### src/rtl/memory_stage.sv
// MEM pipeline stage: drives a handshaked data-memory port, stalls upstream
// while a load/store is outstanding, and fills the MEM/WB register.
module memory_stage #(
    parameter int unsigned TIMEOUT = 16
) (
    input  logic        clk,
    input  logic        reset_n,
    input  logic        in_valid,
    input  logic        branch,
    input  logic        jump,
    input  logic        MemRead,
    input  logic        MemWrite,
    input  logic        RegWrite,
    input  logic        MemtoReg,
    input  logic [31:0] add_out1,
    input  logic [31:0] alu_out,
    input  logic        aluzero_out,
    input  logic [31:0] readdata2_out,
    input  logic [4:0]  muxRegDst_out,
    output logic        stall,
    output logic        pc_src,
    output logic [31:0] pc_target,
    output logic        jump_taken,
    output logic        dmem_req,
    output logic        dmem_we,
    output logic [31:0] dmem_addr,
    output logic [31:0] dmem_wdata,
    input  logic        dmem_ack,
    input  logic [31:0] dmem_rdata,
    output logic        wb_valid,
    output logic        wb_RegWrite,
    output logic        wb_MemtoReg,
    output logic [31:0] wb_readdata,
    output logic [31:0] wb_alu,
    output logic [4:0]  wb_rd,
    output logic        mem_fault
);

    typedef enum logic {IDLE, BUSY} state_t;

    state_t      state_q, state_d;
    logic [7:0]  cnt_q, cnt_d;
    logic        dmem_req_q, dmem_req_d;
    logic        dmem_we_q, dmem_we_d;
    logic [31:0] dmem_addr_q, dmem_addr_d;
    logic [31:0] dmem_wdata_q, dmem_wdata_d;
    logic [4:0]  lat_rd_q, lat_rd_d;
    logic        lat_regwrite_q, lat_regwrite_d;
    logic        lat_memtoreg_q, lat_memtoreg_d;
    logic        wb_valid_q, wb_valid_d;
    logic        wb_regwrite_q, wb_regwrite_d;
    logic        wb_memtoreg_q, wb_memtoreg_d;
    logic [31:0] wb_readdata_q, wb_readdata_d;
    logic [31:0] wb_alu_q, wb_alu_d;
    logic [4:0]  wb_rd_q, wb_rd_d;
    logic        mem_fault_q, mem_fault_d;

    logic mem_op;
    logic aligned;
    logic issue_ok;
    logic illegal;

    // Decode of the EX/MEM slot
    always_comb begin
        mem_op   = in_valid & (MemRead ^ MemWrite);
        aligned  = (alu_out[1:0] == 2'b00);
        issue_ok = mem_op & aligned;
        illegal  = in_valid & ((MemRead & MemWrite) | (mem_op & ~aligned));
    end

    // Combinational control-flow outputs and upstream stall
    always_comb begin
        stall      = ((state_q == IDLE) & issue_ok) | ((state_q == BUSY) & ~dmem_ack);
        pc_src     = in_valid & branch & aluzero_out;
        pc_target  = add_out1;
        jump_taken = in_valid & jump;
    end

    // Next-state and MEM/WB update; an issuing memory op writes a bubble so the
    // previous WB entry is not retired twice while the access is outstanding
    always_comb begin
        state_d        = state_q;
        cnt_d          = cnt_q;
        dmem_req_d     = dmem_req_q;
        dmem_we_d      = dmem_we_q;
        dmem_addr_d    = dmem_addr_q;
        dmem_wdata_d   = dmem_wdata_q;
        lat_rd_d       = lat_rd_q;
        lat_regwrite_d = lat_regwrite_q;
        lat_memtoreg_d = lat_memtoreg_q;
        wb_valid_d     = wb_valid_q;
        wb_regwrite_d  = wb_regwrite_q;
        wb_memtoreg_d  = wb_memtoreg_q;
        wb_readdata_d  = wb_readdata_q;
        wb_alu_d       = wb_alu_q;
        wb_rd_d        = wb_rd_q;
        mem_fault_d    = 1'b0;

        case (state_q)
            IDLE: begin
                if (issue_ok) begin
                    state_d        = BUSY;
                    cnt_d          = '0;
                    dmem_req_d     = 1'b1;
                    dmem_we_d      = MemWrite;
                    dmem_addr_d    = alu_out;
                    dmem_wdata_d   = readdata2_out;
                    lat_rd_d       = muxRegDst_out;
                    lat_regwrite_d = RegWrite;
                    lat_memtoreg_d = MemtoReg;
                    wb_valid_d     = 1'b0;
                    wb_regwrite_d  = 1'b0;
                end else if (illegal) begin
                    mem_fault_d    = 1'b1;
                    wb_valid_d     = 1'b0;
                    wb_regwrite_d  = 1'b0;
                end else if (in_valid) begin
                    wb_valid_d     = 1'b1;
                    wb_alu_d       = alu_out;
                    wb_rd_d        = muxRegDst_out;
                    wb_regwrite_d  = RegWrite;
                    wb_memtoreg_d  = MemtoReg;
                end else begin
                    wb_valid_d     = 1'b0;
                    wb_regwrite_d  = 1'b0;
                end
            end
            BUSY: begin
                if (dmem_ack) begin
                    state_d       = IDLE;
                    dmem_req_d    = 1'b0;
                    dmem_we_d     = 1'b0;
                    wb_valid_d    = 1'b1;
                    wb_alu_d      = dmem_addr_q;
                    wb_rd_d       = lat_rd_q;
                    wb_regwrite_d = lat_regwrite_q;
                    wb_memtoreg_d = lat_memtoreg_q;
                    if (!dmem_we_q) begin
                        wb_readdata_d = dmem_rdata;
                    end
                end else if (cnt_q == 8'(TIMEOUT - 1)) begin
                    state_d       = IDLE;
                    dmem_req_d    = 1'b0;
                    dmem_we_d     = 1'b0;
                    mem_fault_d   = 1'b1;
                    wb_valid_d    = 1'b0;
                    wb_regwrite_d = 1'b0;
                end else begin
                    cnt_d = cnt_q + 8'd1;
                end
            end
            default: state_d = IDLE;
        endcase
    end

    // State and register bank with asynchronous active-low reset
    always_ff @(posedge clk or negedge reset_n) begin
        if (!reset_n) begin
            state_q        <= IDLE;
            cnt_q          <= '0;
            dmem_req_q     <= 1'b0;
            dmem_we_q      <= 1'b0;
            dmem_addr_q    <= '0;
            dmem_wdata_q   <= '0;
            lat_rd_q       <= '0;
            lat_regwrite_q <= 1'b0;
            lat_memtoreg_q <= 1'b0;
            wb_valid_q     <= 1'b0;
            wb_regwrite_q  <= 1'b0;
            wb_memtoreg_q  <= 1'b0;
            wb_readdata_q  <= '0;
            wb_alu_q       <= '0;
            wb_rd_q        <= '0;
            mem_fault_q    <= 1'b0;
        end else begin
            state_q        <= state_d;
            cnt_q          <= cnt_d;
            dmem_req_q     <= dmem_req_d;
            dmem_we_q      <= dmem_we_d;
            dmem_addr_q    <= dmem_addr_d;
            dmem_wdata_q   <= dmem_wdata_d;
            lat_rd_q       <= lat_rd_d;
            lat_regwrite_q <= lat_regwrite_d;
            lat_memtoreg_q <= lat_memtoreg_d;
            wb_valid_q     <= wb_valid_d;
            wb_regwrite_q  <= wb_regwrite_d;
            wb_memtoreg_q  <= wb_memtoreg_d;
            wb_readdata_q  <= wb_readdata_d;
            wb_alu_q       <= wb_alu_d;
            wb_rd_q        <= wb_rd_d;
            mem_fault_q    <= mem_fault_d;
        end
    end

    assign dmem_req    = dmem_req_q;
    assign dmem_we     = dmem_we_q;
    assign dmem_addr   = dmem_addr_q;
    assign dmem_wdata  = dmem_wdata_q;
    assign wb_valid    = wb_valid_q;
    assign wb_RegWrite = wb_regwrite_q;
    assign wb_MemtoReg = wb_memtoreg_q;
    assign wb_readdata = wb_readdata_q;
    assign wb_alu      = wb_alu_q;
    assign wb_rd       = wb_rd_q;
    assign mem_fault   = mem_fault_q;

endmodule

### config.mk
export PLATFORM = sky130hd
export DESIGN_NAME = memory_stage
export DESIGN_NICKNAME = d
export VERILOG_FILES = /design/src/rtl/memory_stage.sv
export SDC_FILE = /design/constraint.sdc
export NUM_CORES = 1
export LEC_CHECK = 0
export CORE_ASPECT_RATIO = 0.75
export CORE_MARGIN = 1
export CORE_UTILIZATION = 30
export CTS_BUF_LIST = sky130_fd_sc_hd__clkbuf_2 sky130_fd_sc_hd__clkbuf_4 sky130_fd_sc_hd__clkbuf_8
export DETAILED_ROUTE_END_ITERATION = 16
export PLACE_DENSITY = 0.59
export SYNTH_ARGS = -nofsm -noshare
export SYNTH_HDL_FRONTEND = slang
export SYNTH_SLANG_ARGS = --single-unit
### constraint.sdc
create_clock -name clk -period 2.2 [get_ports clk]
set_clock_uncertainty 0.1 [all_clocks]
set_input_delay 0.22 -clock clk [delete_from_list [all_inputs] [get_ports clk]]
set_output_delay 0.22 -clock clk [all_outputs]
set_load 0.05 [all_outputs]
After elaboration in Yosys (flattened, before gate mapping)
Index checks and enable logic that the tools add are counted.
- register bits: 155
- output and inout port bits: 174
- logic and storage cells: 93
- input port bits: 144
- bitwise operators: 17
- add/sub/neg operators: 1
- mux-type cells: 44
- equal/unequal tests: 9
- reductions and logical operators: 6
- operator list (operator ; count):
    $mux W32 ; 4
    $pmux W32 S2 ; 1
    $mux W8 ; 3
    $mux W1 ; 23
    $mux W5 ; 4
    $pmux W8 S2 ; 1
    $ne A2 B2 Y1 const B ; 7
    $pmux W1 S2 ; 7
    $and A1 B1 Y1 ; 10
    $pmux W5 S2 ; 1
    $add A8 B1 Y8 const B ; 1
    $eq A8 B4 Y1 const B ; 1
    $reduce_and A3 Y1 ; 2
    $not A1 Y1 ; 4
    $reduce_and A2 Y1 ; 2
    $reduce_and A4 Y1 ; 1
    $ne A3 B2 Y1 const B ; 1
    $logic_not A2 Y1 ; 1
    $or A1 B1 Y1 ; 2
    $xor A1 B1 Y1 ; 1

Longest topological paths before layout
- depth after elaboration: 8
- gate-level depth with buffers: 8
- depth with buffers taken out: 5

Worst setup path before layout
No wires, ideal clock.
- path kind: input port to output port
- start: in MemRead
- end: out stall
- arrival: 1.779 ns
- data required time: 1.880 ns
- path buffers: 3
- setup slack: 0.101 ns
- cell stages on the path: 7
- cell sequence: ha_1 -> nand4bb_1 -> or2_1 -> clkbuf_1 -> buf_6 -> buf_4 -> nand2_1
- cells in the longest elaborated chain, start to end: 5
- ends and longest elaborated chain (item ; line ; RTL):
    start: declaration ; 11 ; input logic MemRead,
    $xor A1 B1 Y1 ; 65 ; mem_op = in_valid & (MemRead ^ MemWrite);
    $and A1 B1 Y1 ; 65 ;
    $and A1 B1 Y1 ; 67 ; issue_ok = mem_op & aligned;
    $and A1 B1 Y1 ; 73 ; stall = ((state_q == IDLE) & issue_ok) | ((state_q == BUSY) & ~dmem_ack);
    $or A1 B1 Y1 ; 73 ;
    end: declaration ; 20 ; output logic stall,
Every way passes these cells.

Worst setup path in the final report
- start: reg dmem_addr_q[21], in the netlist dmem_addr[21]
- end: out dmem_addr[21]
- RTL lines (item ; line ; RTL):
    start: declaration ; 45 ; logic [31:0] dmem_addr_q, dmem_addr_d;
    start signal: assignment ; 180 ; dmem_addr_q <= dmem_addr_d;
    end: declaration ; 26 ; output logic [31:0] dmem_addr,
No word-level cell between the ends.

==> results by stage <==
Power:
- Across the VDD grid, the largest voltage drop is 0.543 mV.
- The analysis attributes to cell leakage a power of 4.29 nW.
- The total power consumption of the routed design is 11.6 mW.
- The power density relative to cell area is 1210 nW/um^2.

Clocking:
- The cell sitting at the root of the clock tree is a sky130_fd_sc_hd__clkbuf_8.
- The H-tree depth is 4.
- TritonCTS built the clock tree.
- Clock-pin slew was measured on the worst setup and hold paths at 90 ps.
- The buffer depth of the longest clock path is 2.
- The post-cts gate resize count is 0.
- The clock sink total is 155.
- TritonCTS created 17 clock buffers.
- Clock latency on the worst-skew pair, taken at its later pin, is 440 ps.

Setup path:
- The slowest stage of the critical path is the sky130_fd_sc_hd__clkdlybuf4s50_1 cell.
- Walking the worst path, the cells encountered are clkdlybuf4s50_1.
- For the worst setup path, the data arrival time is 1700 ps.
- The worst reg2reg path depth is 4.
- The slack of the worst reg-to-reg path is 370 ps.
- The startpoint identified for the worst register-to-register timing path is cnt_q[4].
- The critical path is of the flop to primary output type.
- The kind of cell with the highest combined delay on the critical path is buffers and inverters.
- The required arrival time at the worst endpoint is 1880 ps.
- STA classifies the critical path endpoint as a primary output.
- The launch point of the worst path is dmem_addr[21].
- The endpoint of the worst-slack reg-to-reg timing path is cnt_q[7].
- Together, buffers and inverters on the worst path number 1.
- The startpoint kind of the worst setup timing path is a flop.
- The peak per-stage delay on the critical path is 880 ps.
- Of all nets on the critical path, the largest fanout is 3.

Floorplanning:
- In this run the horizontal extent of the chip is 172 um.
- The die covers 22300 um^2.
- For this design the top-level I/O count stands at 318.
- The height of the chip is 130 um.
- The region available for standard cell placement spans 21200 um^2.
- The site row count is 46.
- The starting density of the core is 0.307.

Logic synthesis:
- The gate count after technology mapping is 636.
- The dominant register cell in the synthesized netlist is sky130_fd_sc_hd__dfrtp_1.
- Of all flip-flops after synthesis, the portion carrying an async set or reset was 1.00.
- The average size of a mapped cell is 10.3 um^2.
- The count of yosys warnings during synthesis is 0.
- For this run, the register share of the synthesized area comes to 0.595.
- The cell area that synthesis handed to floorplanning was 6520 um^2.
- The count of distinct cell types in the synthesized netlist is 35.
- The count of flip-flops with a built-in enable after synthesis is 0.
- The number of flip-flops and latches in the synthesized netlist is 155.
- The post-synth net total is 782.

Min path:
- The path type of the worst min-delay path is input pin to async pin.

Placement:
- The placer congestion estimate is 0.736.
- The cell count after placement is 1126.
- The total half-perimeter wirelength after legalization and detailed placement is 12200 um.
- The standard cell area after detailed placement is 9230 um^2.
- The worst-case setup slack after placement is 97.2 ps.
- The port buffer count is 253.

Cells and area:
- Of the cells placed in the final design, the portion with a size suffix greater than 1 is 0.100.
- Measured on the finished design, the core utilization comes to 0.454.
- The count of antenna diodes in the layout is 0.
- The count of cells in the finished layout, fillers not included, comes to 1158.
- The final net count is 1004.
- Relative to the synthesized area, the layout overhead comes to 47.7%.
- Once layout is done, the placed cells without fillers occupy 9630 um^2.

Global routing:
- The number of global-route vias before repair was 5039.
- The first global-routing pass estimated 27600 um of wire.
- The pin count of the biggest net entering global routing is 55.
- Global routing finished with a remaining overflow of 0.
- The initial antenna violation count is 1.
- The combined global-route utilization of all metal layers is 0.161.

Flow run:
- The number of maximum-capacitance constraint violations is 0.

Timing:
- The shortest period the worst path allows is 2020 ps.
- The max-slew violation total from the final report was 0.
- For the pin with the worst max-slew slack, the measured transition is 575 ps.
- The least setup slack across all paths after layout is 175 ps.
- The headroom to the max-slew limit is 0.615.
- The peak clock frequency supported by timing is 494 MHz.
- The final count of hold timing violations came to 0.
- In the finished design, the share of the clock period the worst path needs comes to 0.920.
- Setup repair after global routing left no endpoint under its margin.
- On the final layout, the worst hold slack is 159 ps.
- The count of endpoints failing setup in the final report is 0.
- The sum of negative setup slack is 0 ps.

Drt:
- Once detail routing completed, the nets flagged for antenna violations numbered 0.
- The remaining routing DRC violations is 0.
- The via count of the routed design is 5119.
- The post-detailed-route via-to-cell ratio is 4.42.
- The total length of routed wires is 17800 um.
- The number of design-rule violations left by the first detailed-router iteration is 252.
- The routed length per instance is 15.3 um.
- The first TritonRoute pass finished after 4 iterations.

Outcome:
- The run finished with clean final reports.
[cells by family (layout without fill, tap and decap cells)]
kind of cell / after synthesis / after routing / share of synthesized area
simple gates: 285 / 285 / 0.172
flops: 155 / 155 / 0.595
mux: 75 / 75 / 0.121
buf+inv: 66 / 300 / 0.0629
compound gates: 53 / 53 / 0.0455
fa+ha+maj: 2 / 2 / 0.00384
[per-layer routing]
| metal | part of all wire | track usage | vias up |
|---|---|---|---|
| met3 | 0.10 | 0.0713 | 11 |
| met2 | 0.44 | 0.249 | 197 |
| met4 | 0.0077 | 0.0396 | 2 |
| li1 | - | - | 2478 |
| met5 | 0.00045 | 0 | - |
| met1 | 0.45 | 0.207 | 2431 |
[final cells by class]
class	count	area (um^2)
Clock inverter	12	139
Sequential cell	155	3880
Timing Repair Buffer	269	2750
Multi-Input combinational cell	415	2250
Fill cell	2020	11600
Clock buffer	19	255
Tap cell	288	360
[synthesized netlist by cell type (3+ instances only)]
cell                       number  area, um^2
sky130_fd_sc_hd__mux2_2        31         349
sky130_fd_sc_hd__nor3_1         3        15.0
sky130_fd_sc_hd__o21ai_0        5        25.0
sky130_fd_sc_hd__nor2_1        40         150
sky130_fd_sc_hd__mux2i_1       43         430
sky130_fd_sc_hd__buf_1          3        11.3
sky130_fd_sc_hd__nand2_1      224         841
sky130_fd_sc_hd__buf_2         13        65.1
sky130_fd_sc_hd__buf_4         37         278
sky130_fd_sc_hd__and2_1         3        18.8
sky130_fd_sc_hd__nand3_1        3        15.0
sky130_fd_sc_hd__dfrtp_1      155        3880
sky130_fd_sc_hd__clkbuf_1      12        45.0
sky130_fd_sc_hd__a21oi_1       39         195
[report_power, final]
group          internal [mW]  leakage [nW]  total, mW  switching (mW)
registers               3.61          1.89       4.06           0.452
logic                   1.85          2.21       5.38            3.52
clock network           1.06         0.189       2.19            1.13
[repair_timing]
| action | CTS | global route |
|---|---|---|
| buffers inserted | 0 | 0 |
| hold buffers | 1 | 0 |
| endpoints found under the hold margin | 64 | 0 |
| setup endpoints to repair | 0 | 0 |
[layout by cell type (no fill, tap or decap), types with 2 or more instances in the layout]
cell and instances:
sky130_fd_sc_hd__nand2b_1 2, sky130_fd_sc_hd__nor2_1 39, sky130_fd_sc_hd__or2_2 2, sky130_fd_sc_hd__buf_4 10, sky130_fd_sc_hd__inv_6 4, sky130_fd_sc_hd__o211ai_1 2
sky130_fd_sc_hd__clkbuf_8 18, sky130_fd_sc_hd__o21ai_0 5, sky130_fd_sc_hd__buf_12 8, sky130_fd_sc_hd__a21oi_1 39, sky130_fd_sc_hd__clkdlybuf4s50_1 249, sky130_fd_sc_hd__mux2_2 31
sky130_fd_sc_hd__nand2_1 224, sky130_fd_sc_hd__and3_1 2, sky130_fd_sc_hd__mux2i_1 43, sky130_fd_sc_hd__and2_1 3, sky130_fd_sc_hd__nand3_1 3, sky130_fd_sc_hd__clkinvlp_4 4
sky130_fd_sc_hd__dfrtp_1 154, sky130_fd_sc_hd__ha_1 2, sky130_fd_sc_hd__nor3_1 3, sky130_fd_sc_hd__bufinv_16 2
[state kept, by name, summed over array words and instances, names as in the netlist, 5 cells and up]
register     cells
wb_readdata     32
wb_rd            5
wb_alu          32
lat_rd_q         5
dmem_addr       32
cnt_q            8
dmem_wdata      32
[how the worst max path moves through the flow]
stage,cells past startpoint,end
finish,1,dmem_addr[21]
global route,1,dmem_addr[21]
CTS,1,dmem_addr[21]
detailed placement,6,dmem_addr[1]
global placement,6,dmem_addr[1]
floorplan,7,stall
Note: power is estimated with default switching activity, not from simulation.
